`src/rtl/beam_direction_decoder.sv`:
```
// beam_direction_decoder
//   Turns two raw doorway beam-break sensors into direction-qualified entry
//   and exit strobes. Each beam is synchronised and debounced. A crossing-order
//   FSM then classifies the walk as an entry (A first) or an exit (B first),
//   and a small queue per direction replays events as fixed-width strobes.
//
// Ports
//   clk       in  system clock
//   rst_n     in  asynchronous active-low reset
//   beam_a    in  outer beam, raw/asynchronous, 1 = broken
//   beam_b    in  inner beam, raw/asynchronous, 1 = broken
//   entry_out out stretched entry strobe (PULSE_CYCLES high)
//   exit_out  out stretched exit strobe (PULSE_CYCLES high)
//   busy      out crossing FSM is not idle
//   fault     out one-cycle pulse: ambiguous start, dwell timeout or queue overflow

// Two-flop synchroniser followed by a hold-steady debouncer.
// Ports: clk, rst_n, raw (asynchronous input), level (debounced output).
module beam_debounce #(
    parameter int unsigned CYCLES = 100000
) (
    input  logic clk,
    input  logic rst_n,
    input  logic raw,
    output logic level
);
    localparam int unsigned W = $clog2(CYCLES + 1);
    localparam logic [W-1:0] MAX = W'(CYCLES);

    logic         sync1;
    logic         sync2;
    logic [W-1:0] cnt;

    always_ff @(posedge clk or negedge rst_n) begin
        if (!rst_n) begin
            sync1 <= 1'b0;
            sync2 <= 1'b0;
            cnt   <= '0;
            level <= 1'b0;
        end else begin
            sync1 <= raw;
            sync2 <= sync1;
            if (sync2 == level) begin
                cnt <= '0;
            end else if (cnt == MAX) begin
                level <= sync2;
                cnt   <= '0;
            end else begin
                cnt <= cnt + W'(1);
            end
        end
    end
endmodule

// Event queue plus strobe sequencer for one direction.
// Ports: clk, rst_n, event_in (one-cycle event), strobe (PULSE_CYCLES high,
// then at least PULSE_CYCLES low), overflow (event dropped this cycle).
module beam_strobe_queue #(
    parameter int unsigned PULSE_CYCLES = 150000
) (
    input  logic clk,
    input  logic rst_n,
    input  logic event_in,
    output logic strobe,
    output logic overflow
);
    localparam int unsigned W = $clog2(PULSE_CYCLES + 1);
    localparam logic [W-1:0] LAST = W'(PULSE_CYCLES - 1);

    typedef enum logic [1:0] {
        OFF,
        HIGH,
        GAP
    } seq_t;

    seq_t         seq;
    seq_t         seq_next;
    logic [W-1:0] width;
    logic [1:0]   pending;
    logic         take;

    always_comb begin
        seq_next = seq;
        take     = 1'b0;
        case (seq)
            OFF: begin
                if (pending != 2'd0) begin
                    seq_next = HIGH;
                    take     = 1'b1;
                end
            end
            HIGH: if (width == LAST) seq_next = GAP;
            GAP:  if (width == LAST) seq_next = OFF;
            default: seq_next = OFF;
        endcase
    end

    // A full queue still accepts an event in the cycle it hands one out.
    assign overflow = event_in && (pending == 2'd3) && !take;
    assign strobe   = (seq == HIGH);

    always_ff @(posedge clk or negedge rst_n) begin
        if (!rst_n) begin
            seq     <= OFF;
            width   <= '0;
            pending <= 2'd0;
        end else begin
            seq <= seq_next;
            if (seq_next != seq || seq == OFF) begin
                width <= '0;
            end else begin
                width <= width + W'(1);
            end
            case ({event_in && !overflow, take})
                2'b10:   pending <= pending + 2'd1;
                2'b01:   pending <= pending - 2'd1;
                default: pending <= pending;
            endcase
        end
    end
endmodule

module beam_direction_decoder #(
    parameter int unsigned DEBOUNCE_CYCLES = 100000,
    parameter int unsigned PULSE_CYCLES    = 150000,
    parameter int unsigned TIMEOUT_CYCLES  = 200000000
) (
    input  logic clk,
    input  logic rst_n,
    input  logic beam_a,
    input  logic beam_b,
    output logic entry_out,
    output logic exit_out,
    output logic busy,
    output logic fault
);
    localparam int unsigned TW = $clog2(TIMEOUT_CYCLES + 1);
    localparam logic [TW-1:0] TO_MAX = TW'(TIMEOUT_CYCLES);

    typedef enum logic [2:0] {
        IDLE,
        A1,
        AB,
        B2,
        B1,
        BA,
        A2,
        CLEAR
    } state_t;

    logic          a;
    logic          b;
    state_t        state;
    state_t        state_next;
    logic [TW-1:0] dwell;
    logic          crossing;
    logic          entry_evt;
    logic          exit_evt;
    logic          ambiguous;
    logic          timeout;
    logic          entry_ovf;
    logic          exit_ovf;

    beam_debounce #(.CYCLES(DEBOUNCE_CYCLES)) u_deb_a (
        .clk   (clk),
        .rst_n (rst_n),
        .raw   (beam_a),
        .level (a)
    );

    beam_debounce #(.CYCLES(DEBOUNCE_CYCLES)) u_deb_b (
        .clk   (clk),
        .rst_n (rst_n),
        .raw   (beam_b),
        .level (b)
    );

    assign crossing = (state != IDLE) && (state != CLEAR);

    always_comb begin
        state_next = state;
        entry_evt  = 1'b0;
        exit_evt   = 1'b0;
        ambiguous  = 1'b0;
        timeout    = 1'b0;
        case (state)
            IDLE: begin
                if (a && !b) begin
                    state_next = A1;
                end else if (!a && b) begin
                    state_next = B1;
                end else if (a && b) begin
                    state_next = CLEAR;
                    ambiguous  = 1'b1;
                end
            end
            A1: begin
                if (a && b)        state_next = AB;
                else if (!a && b)  state_next = B2;
                else if (!a && !b) state_next = IDLE;
            end
            AB: begin
                if (!a && b) begin
                    state_next = B2;
                end else if (a && !b) begin
                    state_next = A1;
                end else if (!a && !b) begin
                    state_next = IDLE;
                    entry_evt  = 1'b1;
                end
            end
            B2: begin
                if (!a && !b) begin
                    state_next = IDLE;
                    entry_evt  = 1'b1;
                end else if (a && b) begin
                    state_next = AB;
                end else if (a && !b) begin
                    state_next = A1;
                end
            end
            B1: begin
                if (a && b)        state_next = BA;
                else if (a && !b)  state_next = A2;
                else if (!a && !b) state_next = IDLE;
            end
            BA: begin
                if (a && !b) begin
                    state_next = A2;
                end else if (!a && b) begin
                    state_next = B1;
                end else if (!a && !b) begin
                    state_next = IDLE;
                    exit_evt   = 1'b1;
                end
            end
            A2: begin
                if (!a && !b) begin
                    state_next = IDLE;
                    exit_evt   = 1'b1;
                end else if (a && b) begin
                    state_next = BA;
                end else if (!a && b) begin
                    state_next = B1;
                end
            end
            CLEAR: if (!a && !b) state_next = IDLE;
            default: state_next = IDLE;
        endcase

        // An expired dwell overrides whatever the beams asked for this cycle.
        if (crossing && dwell == TO_MAX) begin
            state_next = CLEAR;
            entry_evt  = 1'b0;
            exit_evt   = 1'b0;
            timeout    = 1'b1;
        end
    end

    always_ff @(posedge clk or negedge rst_n) begin
        if (!rst_n) begin
            state <= IDLE;
            dwell <= '0;
            fault <= 1'b0;
        end else begin
            state <= state_next;
            if (!crossing || state_next != state) begin
                dwell <= '0;
            end else begin
                dwell <= dwell + TW'(1);
            end
            fault <= ambiguous || timeout || entry_ovf || exit_ovf;
        end
    end

    assign busy = (state != IDLE);

    beam_strobe_queue #(.PULSE_CYCLES(PULSE_CYCLES)) u_entry_q (
        .clk      (clk),
        .rst_n    (rst_n),
        .event_in (entry_evt),
        .strobe   (entry_out),
        .overflow (entry_ovf)
    );

    beam_strobe_queue #(.PULSE_CYCLES(PULSE_CYCLES)) u_exit_q (
        .clk      (clk),
        .rst_n    (rst_n),
        .event_in (exit_evt),
        .strobe   (exit_out),
        .overflow (exit_ovf)
    );
endmodule

```
`config.mk`:
```
export PLATFORM = sky130hd
export DESIGN_NAME = beam_direction_decoder
export DESIGN_NICKNAME = d
export VERILOG_FILES = /design/src/rtl/beam_direction_decoder.sv
export SDC_FILE = /design/constraint.sdc
export NUM_CORES = 1
export LEC_CHECK = 0
export BUFFER_PORTS_ARGS = -buffer_cell sky130_fd_sc_hd__clkbuf_2
export CAP_MARGIN = 20
export CORE_MARGIN = 2
export CORE_UTILIZATION = 25
export DETAILED_ROUTE_END_ITERATION = 6
export GPL_TIMING_DRIVEN = 0
export PLACE_DENSITY = 0.39
export SLEW_MARGIN = 20
export SYNTH_ARGS = -nofsm -noshare
export SYNTH_HDL_FRONTEND = slang
export SYNTH_SLANG_ARGS = --single-unit
```
`constraint.sdc`:
```
create_clock -name clk -period 3 [get_ports clk]
set_input_delay 0.3 -clock clk [delete_from_list [all_inputs] [get_ports clk]]
set_output_delay 0.3 -clock clk [all_outputs]
set_load 0.01 [all_outputs]
```
# Yosys cells after proc, flatten, opt, wreduce, memory -nomap -nowiden

Index checks and enable logic that the tools add are counted.

Input port bits: 4
Flip-flop bits (word level): 116
Logic and storage cells: 146
Output and inout bits: 4

Muxes and demuxes: 55
Reduce and logical (&&, ||, !) cells: 35
Equal/unequal tests: 28
Bitwise logic cells: 2
$add $sub $neg: 9

Operator list:

| operator                                                        | number |
|---|---|
| 17-bit 2-to-1 mux                                               | 4 |
| 3-bit 2-to-1 mux                                                | 19 |
| 18-bit by 1-bit adder with 18-bit output, second input constant | 2 |
| 18-bit == test, second input constant                           | 2 |
| 18-bit 2-to-1 mux                                               | 2 |
| 17-bit by 1-bit adder with 17-bit output, second input constant | 2 |
| 17-bit == test, second input constant                           | 2 |
| 28-bit by 1-bit adder with 28-bit output, second input constant | 1 |
| 28-bit == test, second input constant                           | 1 |
| 28-bit 2-to-1 mux                                               | 1 |
| 3-bit one-hot mux with 8 select lines                           | 1 |
| 1-bit 2-to-1 mux                                                | 16 |
| 2-bit == test, second input constant                            | 6 |
| 3-bit == test, second input constant                            | 4 |
| 1-bit logical AND                                               | 12 |
| 2-bit 2-to-1 mux                                                | 6 |
| 2-bit one-hot mux with 3 select lines                           | 2 |
| 2-bit by 1-bit == test with 1-bit output, second input constant | 4 |
| 2-bit one-hot mux with 2 select lines                           | 2 |
| 2-bit nonzero test                                              | 4 |
| 1-bit logical NOT                                               | 7 |
| 3-bit by 2-bit == test with 1-bit output, second input constant | 2 |
| 1-bit logical OR                                                | 6 |
| 2-bit by 1-bit adder with 2-bit output, second input constant   | 2 |
| 12 further kinds                                                | 19 |

# Longest topological paths before layout

Gate-level depths: netlist of the first run.

Word-level depth: 13
Gate-level depth with buffers: 8
Mapped depth without buffers: 7

# Hierarchy

A second synthesis of the first run with hierarchy kept.

Cells, all modules: 633
Area total of the unflattened synthesis: 6163.4 sq um

Modules (own cells, without submodules):

| module                        | instances | cells each | area an instance (sq um) | sequential area each (sq um) |
|---|---|---|---|---|
| beam_debounce                 | 2         | 100        | 1007.2                   | 500.5 |
| beam_direction_decoder        | 1         | 199        | 1819.2                   | 800.8 |
| beam_strobe_queue (u_entry_q) | 1         | 117        | 1176.1                   | 550.5 |
| beam_strobe_queue (u_exit_q)  | 1         | 117        | 1153.6                   | 550.5 |

# Least setup slack after synthesis of the first run

No wires, ideal clock.

Path kind: reg-to-reg
Start: register dwell[4]
End: register u_entry_q.pending[0]
Path buffers: 1
Setup time: 0.120 ns
Stages on the path, launching flop included: 8
Path slack: 0.842 ns
Clock period less this slack: 2.158 ns
Data arrival time: 2.037 ns
Required time: 2.880 ns
Cell sequence: dfrtp_1 -> nor4_2 -> nand4_1 -> or4_1 -> buf_6 -> nand3b_4 -> mux2_1 -> o211a_1

Cells in the longest elaborated chain, start to end: 9
Elaborated cells between the ends (all ways): 11
Classes of those cells: eq/ne: 3; mux: 2; reduce/logical: 6

RTL lines:

| what                                                                        | RTL line | text |
|---|---|---|
| from (decl)                                                                 | 155      | `logic [TW-1:0] dwell;` |
| from (signal assigned)                                                      | 270      | `dwell <= dwell + TW'(1);` |
| 28-bit == test (*)                                                          | 252      | `if (crossing && dwell == TO_MAX) begin` |
| 1-bit logical AND (*)                                                       | 252      |  |
| 1-bit 2-to-1 mux (*)                                                        | 252      |  |
| 1-bit logical AND (2 in series)                                             | 99       | `assign overflow = event_in && (pending == 2'd3) && !take;` |
| 1-bit logical NOT                                                           | 114      | `case ({event_in && !overflow, take})` |
| 1-bit logical AND (*)                                                       | 114      |  |
| 2-bit by 1-bit == test with 1-bit output or 2-bit == test (tied branches)   | 114      |  |
| 2-bit one-hot mux with 2 select lines or 2-bit nonzero test (tied branches) | --       |  |
| to (signal assigned)                                                        | 115      | `2'b10: pending <= pending + 2'd1;` |
| to (signal assigned)                                                        | 116      | `2'b01: pending <= pending - 2'd1;` |
| to (signal assigned)                                                        | 117      | `default: pending <= pending;` |
| to (decl)                                                                   | 79       | `logic [1:0] pending;` |

Mark *: on every way between the ends. The rest lies on a longest branch, timed or not.
A chain may end at the register's enable or synchronous reset.

# Worst setup path in the final report of the first run

Same ends and word-level chain as after synthesis.

==> results of run 1 <==
==> power by group through the flow <==
stage	sequential (mW)	clock [mW]	combinational, mW
after floorplan	1.61	0	0.0236
after global placement	1.61	0	0.0660
after detailed placement	1.61	0	0.0721
after CTS	1.58	2.29	0.0762
after global routing	1.58	2.38	0.0846
final	1.58	2.23	0.0710
==> logic make-up (layout without fill, tap and decap cells) <==
logic type	Yosys count	count (layout)	share of synthesized area, %
multiplexers	7	7	1.31
buffers and inverters	29	72	2.51
flip-flops	116	116	50.6
AO/OA/AOI/OAI	40	40	4.23
AND/OR/NAND/NOR	304	304	26.7
XOR/XNOR	84	84	12.8
adder cells (fa/ha/maj)	8	8	1.75
==> per-layer routing <==
layer | routed length (um) | vias up
li1 | - | 2064
met4 | 152 | 0
met2 | 5080 | 46
met5 | 0 | -
met3 | 363 | 11
met1 | 5660 | 2024
==> sequential cells by signal (all words and copies together), names as in the netlist <==
signal and flops:
dwell 28, fault 1, state 3, u_deb_a.cnt 17
u_deb_a.level 1, u_deb_a.sync1 1, u_deb_a.sync2 1, u_deb_b.cnt 17
u_deb_b.level 1, u_deb_b.sync1 1, u_deb_b.sync2 1, u_entry_q.pending 2
u_entry_q.seq 2, u_entry_q.width 18, u_exit_q.pending 2, u_exit_q.seq 2
u_exit_q.width 18
==> path summary, 6_finish.rpt <==
check | start | to | cells past startpoint
worst min register to register | u_deb_a.sync1 | u_deb_a.sync2 | 0
worst min-delay path | u_deb_a.sync1 | u_deb_a.sync2 | 0
worst max-delay path | dwell[4] | u_entry_q.pending[0] | 7
max in group asynchronous | rst_n | u_entry_q.width[8] | 3
worst max register to register | dwell[4] | u_entry_q.pending[0] | 7
min in group asynchronous | rst_n | u_deb_b.cnt[12] | 2
==> cell type report <==
class                      instances  area [um^2]
tap                              285          357
inverter                          14         52.6
timing repair buffer              11          101
clock inverter                    14          209
buffer                            15         91.3
clock buffer                      18          439
multi-input combinational        443         2690
sequential                       116         2900
fill                            2366        15700
==> worst max-delay path, stage by stage, from the launching register on <==
cell and delay, ns:
dfrtp_1 0.43, nor4_2 0.36, nand4_1 0.14, or4_1 0.56, buf_6 0.17, nand3b_4 0.10
mux2_1 0.33, o211a_1 0.20
==> Yosys cell counts (4+ instances only) <==
library cell	number
a21oi_1	13
and3_1	24
and4_1	5
clkbuf_1	8
dfrtp_1	116
ha_1	8
inv_1	14
nand2_1	41
nand2b_1	6
nand3_1	49
nand4_1	14
nor2_1	115
nor2b_1	4
nor3_1	8
nor4_1	5
nor4b_1	4
o21ai_0	13
or3_1	10
xnor2_1	36
xor2_1	48
==> stage by stage <==
step | setup TNS [ns] | power (mW) | setup WS [ns] | hold slack, ns
6_report | 0 | 3.88 | 0.610 | 0.348
5_1_grt | 0 | 4.05 | 0.464 | 0.364
4_1_cts | 0 | 3.95 | 0.592 | 0.347
3_5_place_dp | 0 | 1.68 | 0.601 | 0.319
3_3_place_gp | -28.88 | 1.68 | -0.258 | 0.335
2_1_floorplan | 0 | 1.63 | 0.842 | 0.00441
==> impl_metrics.env, run 1 <==
export IMPL_seq_power_share_pct=40.8
export IMPL_cap_violations=0
export IMPL_worstPathArrival_ns=2.69
export IMPL_num_vias=4145
export IMPL_peakVddDrop_mv=0.285
export IMPL_finClkSkew_ns=0.00851
export IMPL_dpl_hpwl_um=7550
export IMPL_postCtsResizedCells=0
export IMPL_start_util_pct=25.4
export IMPL_syn_instance_count=588
export IMPL_internal_power_mw=3.08
export IMPL_initialDrtViolationCount=193
export IMPL_finalWirelength_um=11300
export IMPL_syn_nets=600
export IMPL_io_pins=8
export IMPL_fp_row_count=55
export IMPL_crit_type="flip-flop to flip-flop"
export IMPL_post_route_util_pct=30.3
export IMPL_h_tree_depth=4
export IMPL_netlist_area_mm2=0.00573
export IMPL_status="complete, no violations"
export IMPL_placed_cells=881
export IMPL_swShare_pct=20.5
export IMPL_gp_congestion=0.756
export IMPL_crit_fanout=8
export IMPL_comb_power_share_pct=1.8
export IMPL_fin_area_mm2=0.00684
export IMPL_antenna_found_initial=0
export IMPL_tritoncts="done"
export IMPL_ant_nets=0
export IMPL_max_freq_ghz=0.418
export IMPL_grt_use_total_pct=10.2
export IMPL_grt_setup_unrepaired="false"
export IMPL_core_mm2=0.0226
export IMPL_maxSlewViolCount=0
export IMPL_p_sw_mw=0.795
export IMPL_die_w_um=155
export IMPL_nets=630
export IMPL_cp_end_kind="flip-flop"
export IMPL_hold_class="flip-flop to flip-flop"
export IMPL_drc=0
export IMPL_die_area_mm2=0.0242
export IMPL_grt_pass1_wl_um=19600
export IMPL_die_h_um=155
export IMPL_use_met2_pct=15.9
export IMPL_worst_pin_slew_ns=0.774
export IMPL_placed_area_mm2=0.00616
export IMPL_clk_pin_slew_ns=0.06
export IMPL_ys_seq_area_share_pct=50.6
export IMPL_ys_ff_latch=116
export IMPL_ff2ff_setup_slack_ns=0.61
export IMPL_clock_sinks=116
export IMPL_grtUsageMet1_pct=13.1
export IMPL_post_route_period_util_pct=79.7
export IMPL_clock_latency_ns=0.41
export IMPL_cts_root_buf="clkbuf_16"
export IMPL_critPathLaunchType="flip-flop"
export IMPL_final_cells=916
export IMPL_grt_pass1_vias=4062
export IMPL_area_delta_synth_final_pct=19.3
export IMPL_numPortBuffers=7
export IMPL_synth_edff_count=0
export IMPL_gr_max_usage_layer="met2"
export IMPL_avgSynthCellArea_um2=9.75
export IMPL_power_density_mw_per_mm2=567
export IMPL_synth_top_cell_area_share_pct=50.6
export IMPL_drive_gt1_share_pct=9.35
export IMPL_cts_setup_buffers=0
export IMPL_dr_pass1_iters=4
export IMPL_yosysTopAreaCell="dfrtp_1"
export IMPL_antenna_cells=0
export IMPL_finalHoldViolations=0
export IMPL_wire_per_inst_um=12.3
export IMPL_setup_violations=0
export IMPL_worst_slew_margin_rel_pct=48.0
export IMPL_power_leakage_nw=2.85
export IMPL_grt_max_degree=60
export IMPL_clk_path_buf_depth=2
export IMPL_synth_area_leaders="dfrtp_1 (51%), nor2_1 (7.5%), xor2_1 (7.3%), xnor2_1 (5.5%), nand3_1 (4.3%)"
export IMPL_critPathRequiredTime_ns=3.30
export IMPL_use_met3_pct=3.57
export IMPL_vias_per_cell=4.53
export IMPL_synth_distinct_cells=50
export IMPL_hold_buffers=3
export IMPL_grt_overflow=0
export IMPL_async_flop_share_pct=100
export IMPL_pwr_share_clk_pct=57.4
export IMPL_layout_common_cells="dfrtp_1 (116), nor2_1 (115), nand3_1 (49)"
export IMPL_mostFrequentLayoutCell="dfrtp_1"
export IMPL_synth_flop_cell="dfrtp_1"
export IMPL_fin_crit_ns=2.39
export IMPL_synth_warnings=0
export IMPL_cts_buffers_inserted=17
No activity file was read; power rests on OpenSTA's default activity.
==> run 2, diff against run 1 <==
- ABC_AREA: default -> 1
- clock period: 3 -> 2.2 ns (I/O delays scaled with it)
==> run 2 against run 1 <==
Clock skew is 0.00092 ns lower. Largest cell class is now multi-input combinational cells. Cell count grew 26%. Global-route usage grew 1.1 points. Combinational power up 34%. Die area increased by 11%. Via count up 22%. Sequential cell count stayed put. Area after synthesis increased by 11%.
==> impl_metrics.env, run 2 <==
export IMPL_worst_slack_ns=0.168
export IMPL_synth_edff_count=0
export IMPL_clock_sinks=116
export IMPL_max_freq_ghz=0.492
export IMPL_fp_row_count=58
export IMPL_drive_gt1_share_pct=12.0
export IMPL_multi_input_area_mm2=0.00301
export IMPL_p_total_mw=4.93
export IMPL_synth_top_cell_area_share_pct=45.5
export IMPL_crit_fanout=10
export IMPL_die_w_um=164
export IMPL_synth_flop_cell="dfrtp_1"
export IMPL_largest_register_ffs=28
export IMPL_cts_buffers_inserted=17
export IMPL_synth_warnings=0
export IMPL_critPathLaunchType="flip-flop"
export IMPL_r2r_end="u_exit_q.width[16]"
export IMPL_fin_crit_ns=2.03
export IMPL_dr_pass1_iters=5
export IMPL_ys_seq_area_share_pct=45.5
export IMPL_fillers=2771
export IMPL_yosysMostFrequentCell="nand2_1"
export IMPL_setup_violations=0
export IMPL_path_cells="ha_1, nand3_1, nor4_1, nand3_1, o21ai_2, clkbuf_4, nor2_1"
export IMPL_cp_slowest_cell="dfrtp_1"
export IMPL_antenna_cells=0
export IMPL_start_util_pct=25.4
export IMPL_crit_type="flip-flop to flip-flop"
export IMPL_peakVddDrop_mv=0.353
export IMPL_synth_distinct_cells=36
export IMPL_grt_overflow=0
export IMPL_reg_top3="dwell: 28 flops, u_entry_q.width: 18 flops, u_exit_q.width: 18 flops"
export IMPL_clk_path_buf_depth=2
export IMPL_wire_per_inst_um=11.7
export IMPL_clock_latency_ns=0.41
export IMPL_worst_slew_margin_rel_pct=55.1
export IMPL_register_area_mm2=0.00290
export IMPL_dpl_hpwl_um=9740
export IMPL_power_leakage_nw=3.10
export IMPL_finClkSkew_ns=0.00760
export IMPL_grt_use_total_pct=11.2
export IMPL_reg2reg_depth=7
export IMPL_critPathMaxStageDelay_ns=0.39
export IMPL_power_density_mw_per_mm2=659
export IMPL_yosysTopAreaCell="dfrtp_1"
export IMPL_cts_root_buf="clkbuf_16"
export IMPL_pre_cts_slack_ns=-0.0549
export IMPL_status="complete, no violations"
export IMPL_grt_max_degree=69
export IMPL_placed_cells=1120
export IMPL_async_flop_share_pct=100
export IMPL_num_vias=5050
export IMPL_ys_ff_latch=116
export IMPL_core_mm2=0.0251
export IMPL_cap_violations=0
export IMPL_crit_buf_inv=1
export IMPL_ff2ff_setup_slack_ns=0.17
export IMPL_ant_nets=0
export IMPL_area_delta_synth_final_pct=17.3
export IMPL_io_pins=8
export IMPL_cpMostUsedCell="nand3_1"
export IMPL_numPortBuffers=7
export IMPL_finalHoldViolations=0
export IMPL_mostFrequentLayoutCell="nand2_1"
export IMPL_critPathRequiredTime_ns=2.50
export IMPL_syn_instance_count=782
export IMPL_vias_per_cell=4.38
export IMPL_tritoncts="done"
export IMPL_avgSynthCellArea_um2=8.16
export IMPL_synth_area_leaders="dfrtp_1 (46%), nand2_1 (7.9%), nor2_1 (6.9%), inv_1 (6.1%), xor2_1 (4.4%)"
export IMPL_die_h_um=164
export IMPL_h_tree_depth=4
export IMPL_grt_pass1_vias=5130
export IMPL_grt_setup_unrepaired="true"
export IMPL_post_route_period_util_pct=92.3
export IMPL_cp_end_kind="flip-flop"
export IMPL_drc=0
export IMPL_gp_congestion=0.743
export IMPL_nets=824
export IMPL_netlist_area_mm2=0.00638
export IMPL_hold_class="input port to asynchronous set/reset pin"
export IMPL_initialDrtViolationCount=264
export IMPL_finalSetupTns_ns=0
export IMPL_finalWirelength_um=13600
export IMPL_maxSlewViolCount=0
export IMPL_die_area_mm2=0.0268
export IMPL_grt_pass1_wl_um=24300
export IMPL_final_cells=1154
export IMPL_post_route_util_pct=29.8
export IMPL_worstReg2RegStart="u_exit_q.width[0]"
export IMPL_critical_path_top_delay_family="simple AND/OR/NAND/NOR gates"
export IMPL_layout_common_cells="nand2_1 (134), dfrtp_1 (116), nor2_1 (112)"
export IMPL_ys_top_cells_by_count="nand2_1 (135), nor2_1 (117), dfrtp_1 (116), inv_1 (104), nand3_1 (52)"
export IMPL_antenna_found_initial=0
export IMPL_clk_pin_slew_ns=0.06
export IMPL_syn_nets=794
export IMPL_worst_pin_slew_ns=0.667
export IMPL_top_register="dwell"
export IMPL_worstPathArrival_ns=2.33
[run 2: cell count changes after synthesis, sizes merged, moves of 16 or more]
cell | before | now
nor3 | 8 | 33
xor2 | 48 | 32
and3 | 24 | 1
nand2 | 43 | 141
nor4 | 6 | 23
nor2 | 115 | 147
inv | 14 | 106
xnor2 | 36 | 12
[run 2: metrics by stage]
step,hold WS (ns),instance area [um^2]
finish,0.324,7480
CTS,0.342,7460
global placement,0.330,6830
detailed placement,0.206,6860
floorplan,-0.0756,6380
global route,0.359,7480
[run 2: logic make-up after synthesis]
family | share of synthesized area [%]
xor+xnor | 6.04
simple gates | 34.1
compound gates | 5.04
fa+ha+maj | 1.57
buf+inv | 7.51
mux | 0.177
flops | 45.5
[run 2: timing repair]
action / in CTS / in global routing
hold buffers: 3 / 0
cloned: 0 / 0
resized for setup: 1 / 9
buffers inserted: 0 / 0
setup endpoints to repair: 10 / 25
endpoints found under the hold margin: 50 / 0
[run 2: layout make-up]
| class | count | share of cell area (%) |
|---|---|---|
| multi-input combinational | 551 | 40.2 |
| sequential | 116 | 38.8 |
| clock buffer | 21 | 6.15 |
| tap | 330 | 5.52 |
| inverter | 106 | 5.32 |
| clock inverter | 10 | 1.44 |
| timing repair buffer | 11 | 1.35 |
| buffer | 9 | 1.17 |
[run 2: where the power goes]
part           switching [mW]  total [mW]  internal [mW]  leakage, nW
clock                   0.967        2.67           1.71        0.274
sequential             0.0108        2.16           2.15         1.61
combinational          0.0704      0.0953         0.0249         1.22
total                    1.05        4.93           3.88         3.10
[run 2: routing by layer]
| metal | wire length (um) | track usage [%] | up-vias |
|---|---|---|---|
| met1 | 6970 | 15.5 | 2385 |
| met2 | 5990 | 17.2 | 43 |
| met3 | 400 | 2.90 | 15 |
| met5 | 0 | 0 | - |
| li1 | - | - | 2607 |
| met4 | 191 | 3.47 | 0 |
[run 2: how the worst max path moves through the flow]
stage	start	end	slack (ns)	depth (start not counted)
6_report	u_exit_q.width[0]	u_exit_q.width[16]	0.17	7
5_1_grt	u_exit_q.width[0]	u_exit_q.width[12]	-0.003	7
4_1_cts	u_exit_q.width[0]	u_exit_q.width[16]	0.09	7
3_5_place_dp	u_exit_q.width[0]	u_exit_q.width[16]	-0.05	7
3_3_place_gp	rst_n	u_entry_q.width[10]	-1.10	1
2_1_floorplan	state[0]	dwell[17]	0.47	12
==> run 3, diff against run 2 <==
- CELL_PAD_IN_SITES_DETAIL_PLACEMENT: default -> 1
- CELL_PAD_IN_SITES_GLOBAL_PLACEMENT: default -> 1
- PLACE_DENSITY: 0.39 -> 0.47
==> run 3 against run 2 <==
Global-route usage increased by 1.6 points. First-iteration DRC count decreased by 40%. Critical path type unchanged. Register-to-register slack improved by 0.03 ns. Setup slack improved by 0.030 ns. Via count increased by 3.8%. Critical endpoint is now dwell[18]. Largest power group unchanged. Combinational power increased by 2.4%.
==> impl_metrics.env, run 3 (synthesis gave the netlist of run 2 again) <==
export IMPL_num_vias=5243
export IMPL_register_area_mm2=0.00290
export IMPL_clock_sinks=116
export IMPL_r2r_end="dwell[18]"
export IMPL_setup_violations=0
export IMPL_fillers=3025
export IMPL_antenna_found_initial=0
export IMPL_nets=824
export IMPL_top_register="dwell"
export IMPL_core_mm2=0.0251
export IMPL_numPortBuffers=7
export IMPL_swShare_pct=20.2
export IMPL_mostFrequentLayoutCell="nand2_1"
export IMPL_fin_crit_ns=2.00
export IMPL_drc=0
export IMPL_worst_pin_slew_ns=0.570
export IMPL_wire_per_inst_um=13.7
export IMPL_internal_power_mw=4.29
export IMPL_whs_ns=0.333
export IMPL_die_h_um=164
export IMPL_worstPathArrival_ns=2.29
export IMPL_max_freq_ghz=0.500
export IMPL_reg_top3="dwell: 28 flops, u_entry_q.width: 18 flops, u_exit_q.width: 18 flops"
export IMPL_fp_row_count=58
export IMPL_hold_class="input port to asynchronous set/reset pin"
export IMPL_grt_use_total_pct=12.8
export IMPL_power_density_mw_per_mm2=708
export IMPL_maxSlewViolCount=0
export IMPL_dpl_hpwl_um=11400
export IMPL_comb_power_share_pct=1.8
export IMPL_ff2ff_setup_slack_ns=0.20
export IMPL_clock_latency_ns=0.42
export IMPL_reg2reg_depth=14
export IMPL_crit_type="flip-flop to flip-flop"
export IMPL_cap_violations=0
export IMPL_finalWirelength_um=15800
export IMPL_grt_pass1_wl_um=27500
export IMPL_peakVddDrop_mv=0.355
export IMPL_cts_setup_buffers=0
export IMPL_dr_pass1_iters=4
export IMPL_post_route_util_pct=30.3
export IMPL_finClkSkew_ns=0.0106
export IMPL_largest_register_ffs=28
export IMPL_grt_setup_unrepaired="false"
export IMPL_start_util_pct=25.4
export IMPL_drive_gt1_share_pct=12.7
export IMPL_post_route_period_util_pct=91.0
export IMPL_clk_pin_slew_ns=0.06
export IMPL_clk_path_buf_depth=2
export IMPL_ant_nets=0
export IMPL_io_pins=8
export IMPL_vias_per_cell=4.54
export IMPL_power_leakage_nw=3.16
export IMPL_gp_congestion=0.830
export IMPL_h_tree_depth=4
export IMPL_initialDrtViolationCount=158
export IMPL_cts_root_buf="clkbuf_16"
export IMPL_area_delta_synth_final_pct=19.3
export IMPL_crit_fanout=10
export IMPL_tritoncts="done"
export IMPL_worst_slew_margin_rel_pct=61.6
export IMPL_grt_pass1_vias=5550
export IMPL_multi_input_area_mm2=0.00305
export IMPL_finalSetupTns_ns=0
export IMPL_pwr_share_clk_pct=58.1
export IMPL_cp_end_kind="flip-flop"
export IMPL_grt_overflow=0
export IMPL_p_sw_mw=1.09
export IMPL_critPathRequiredTime_ns=2.49
export IMPL_layout_common_cells="nand2_1 (134), dfrtp_1 (116), nor2_1 (112)"
export IMPL_finalHoldViolations=0
export IMPL_cts_buffers_inserted=17
export IMPL_critPathLaunchType="flip-flop"
export IMPL_status="complete, no violations"
export IMPL_die_area_mm2=0.0268
export IMPL_grt_max_degree=63
export IMPL_worstReg2RegStart="dwell[0]"
export IMPL_die_w_um=164
export IMPL_antenna_cells=0
export IMPL_seq_power_share_pct=40.1
run 3: worst max-delay path by stage:
stage | start | end | slack, ns | depth (start not counted)
2_1_floorplan | state[0] | dwell[17] | 0.47 | 12
3_3_place_gp | rst_n | dwell[25] | -1.09 | 1
3_5_place_dp | u_exit_q.width[0] | u_exit_q.width[16] | -0.09 | 7
4_1_cts | u_entry_q.width[0] | u_entry_q.width[6] | 0.03 | 9
5_1_grt | dwell[4] | dwell[23] | 0.01 | 8
6_report | dwell[0] | dwell[18] | 0.20 | 14
run 3: worst max-delay path: stages, from the launching register on:
cell and delay, ns:
dfrtp_1 0.40, inv_1 0.07, ha_1 0.15, nand2_1 0.06, nor2_1 0.08, nand3_1 0.11
nor2_2 0.19, nand2_4 0.12, nand3_2 0.12, nand2_1 0.07, nand2_2 0.07, nor2_4 0.04
nand2_4 0.14, buf_12 0.20, nor2_4 0.04
run 3: metal layers:
layer  vias to the layer above  share of wire [%]  track usage, %  routed length (um)
met5                         -                  0               0                   0
met4                         0               0.80            3.43                 126
met3                        11                2.1            3.21                 325
met2                        28                 48            21.5                7580
met1                      2593                 49            16.3                7740
li1                       2611                  -               -                   -
run 3: final cells by class:
cell class	instances	share of cell area [%]
Buffer	9	1.15
Tap cell	330	5.43
Clock inverter	10	2.30
Sequential cell	116	38.2
Clock buffer	22	6.37
Multi-Input combinational cell	551	40.0
Timing Repair Buffer	11	1.33
Inverter	106	5.23
run 3: what timing repair did:
| action | 4_1_cts | 5_1_grt |
|---|---|---|
| resized for setup | 1 | 15 |
| hold buffers | 3 | 0 |
| cloned | 0 | 0 |
| endpoints found under the hold margin | 56 | 0 |
| endpoints found under the setup margin | 10 | 26 |
| pin swaps | 0 | 1 |
run 3: through the flow:
stage | std cells | power [mW] | instance area, um^2 | worst slack [ns]
finish | 1155 | 5.38 | 7610 | 0.199
global route | 1155 | 5.60 | 7610 | 0.0108
CTS | 1155 | 5.49 | 7550 | 0.0332
detailed placement | 1120 | 2.30 | 6860 | -0.0895
global placement | 1119 | 2.29 | 6830 | -1.09
floorplan | 782 | 2.22 | 6380 | 0.467
run 3: power by group through the flow:
| stage | Combinational [mW] | Sequential [mW] | Clock [mW] |
|---|---|---|---|
| after detailed placement | 0.101 | 2.20 | 0 |
| after floorplan | 0.0311 | 2.19 | 0 |
| final | 0.0976 | 2.16 | 3.13 |
| after global routing | 0.118 | 2.16 | 3.33 |
| after global placement | 0.0910 | 2.20 | 0 |
| after CTS | 0.106 | 2.16 | 3.23 |
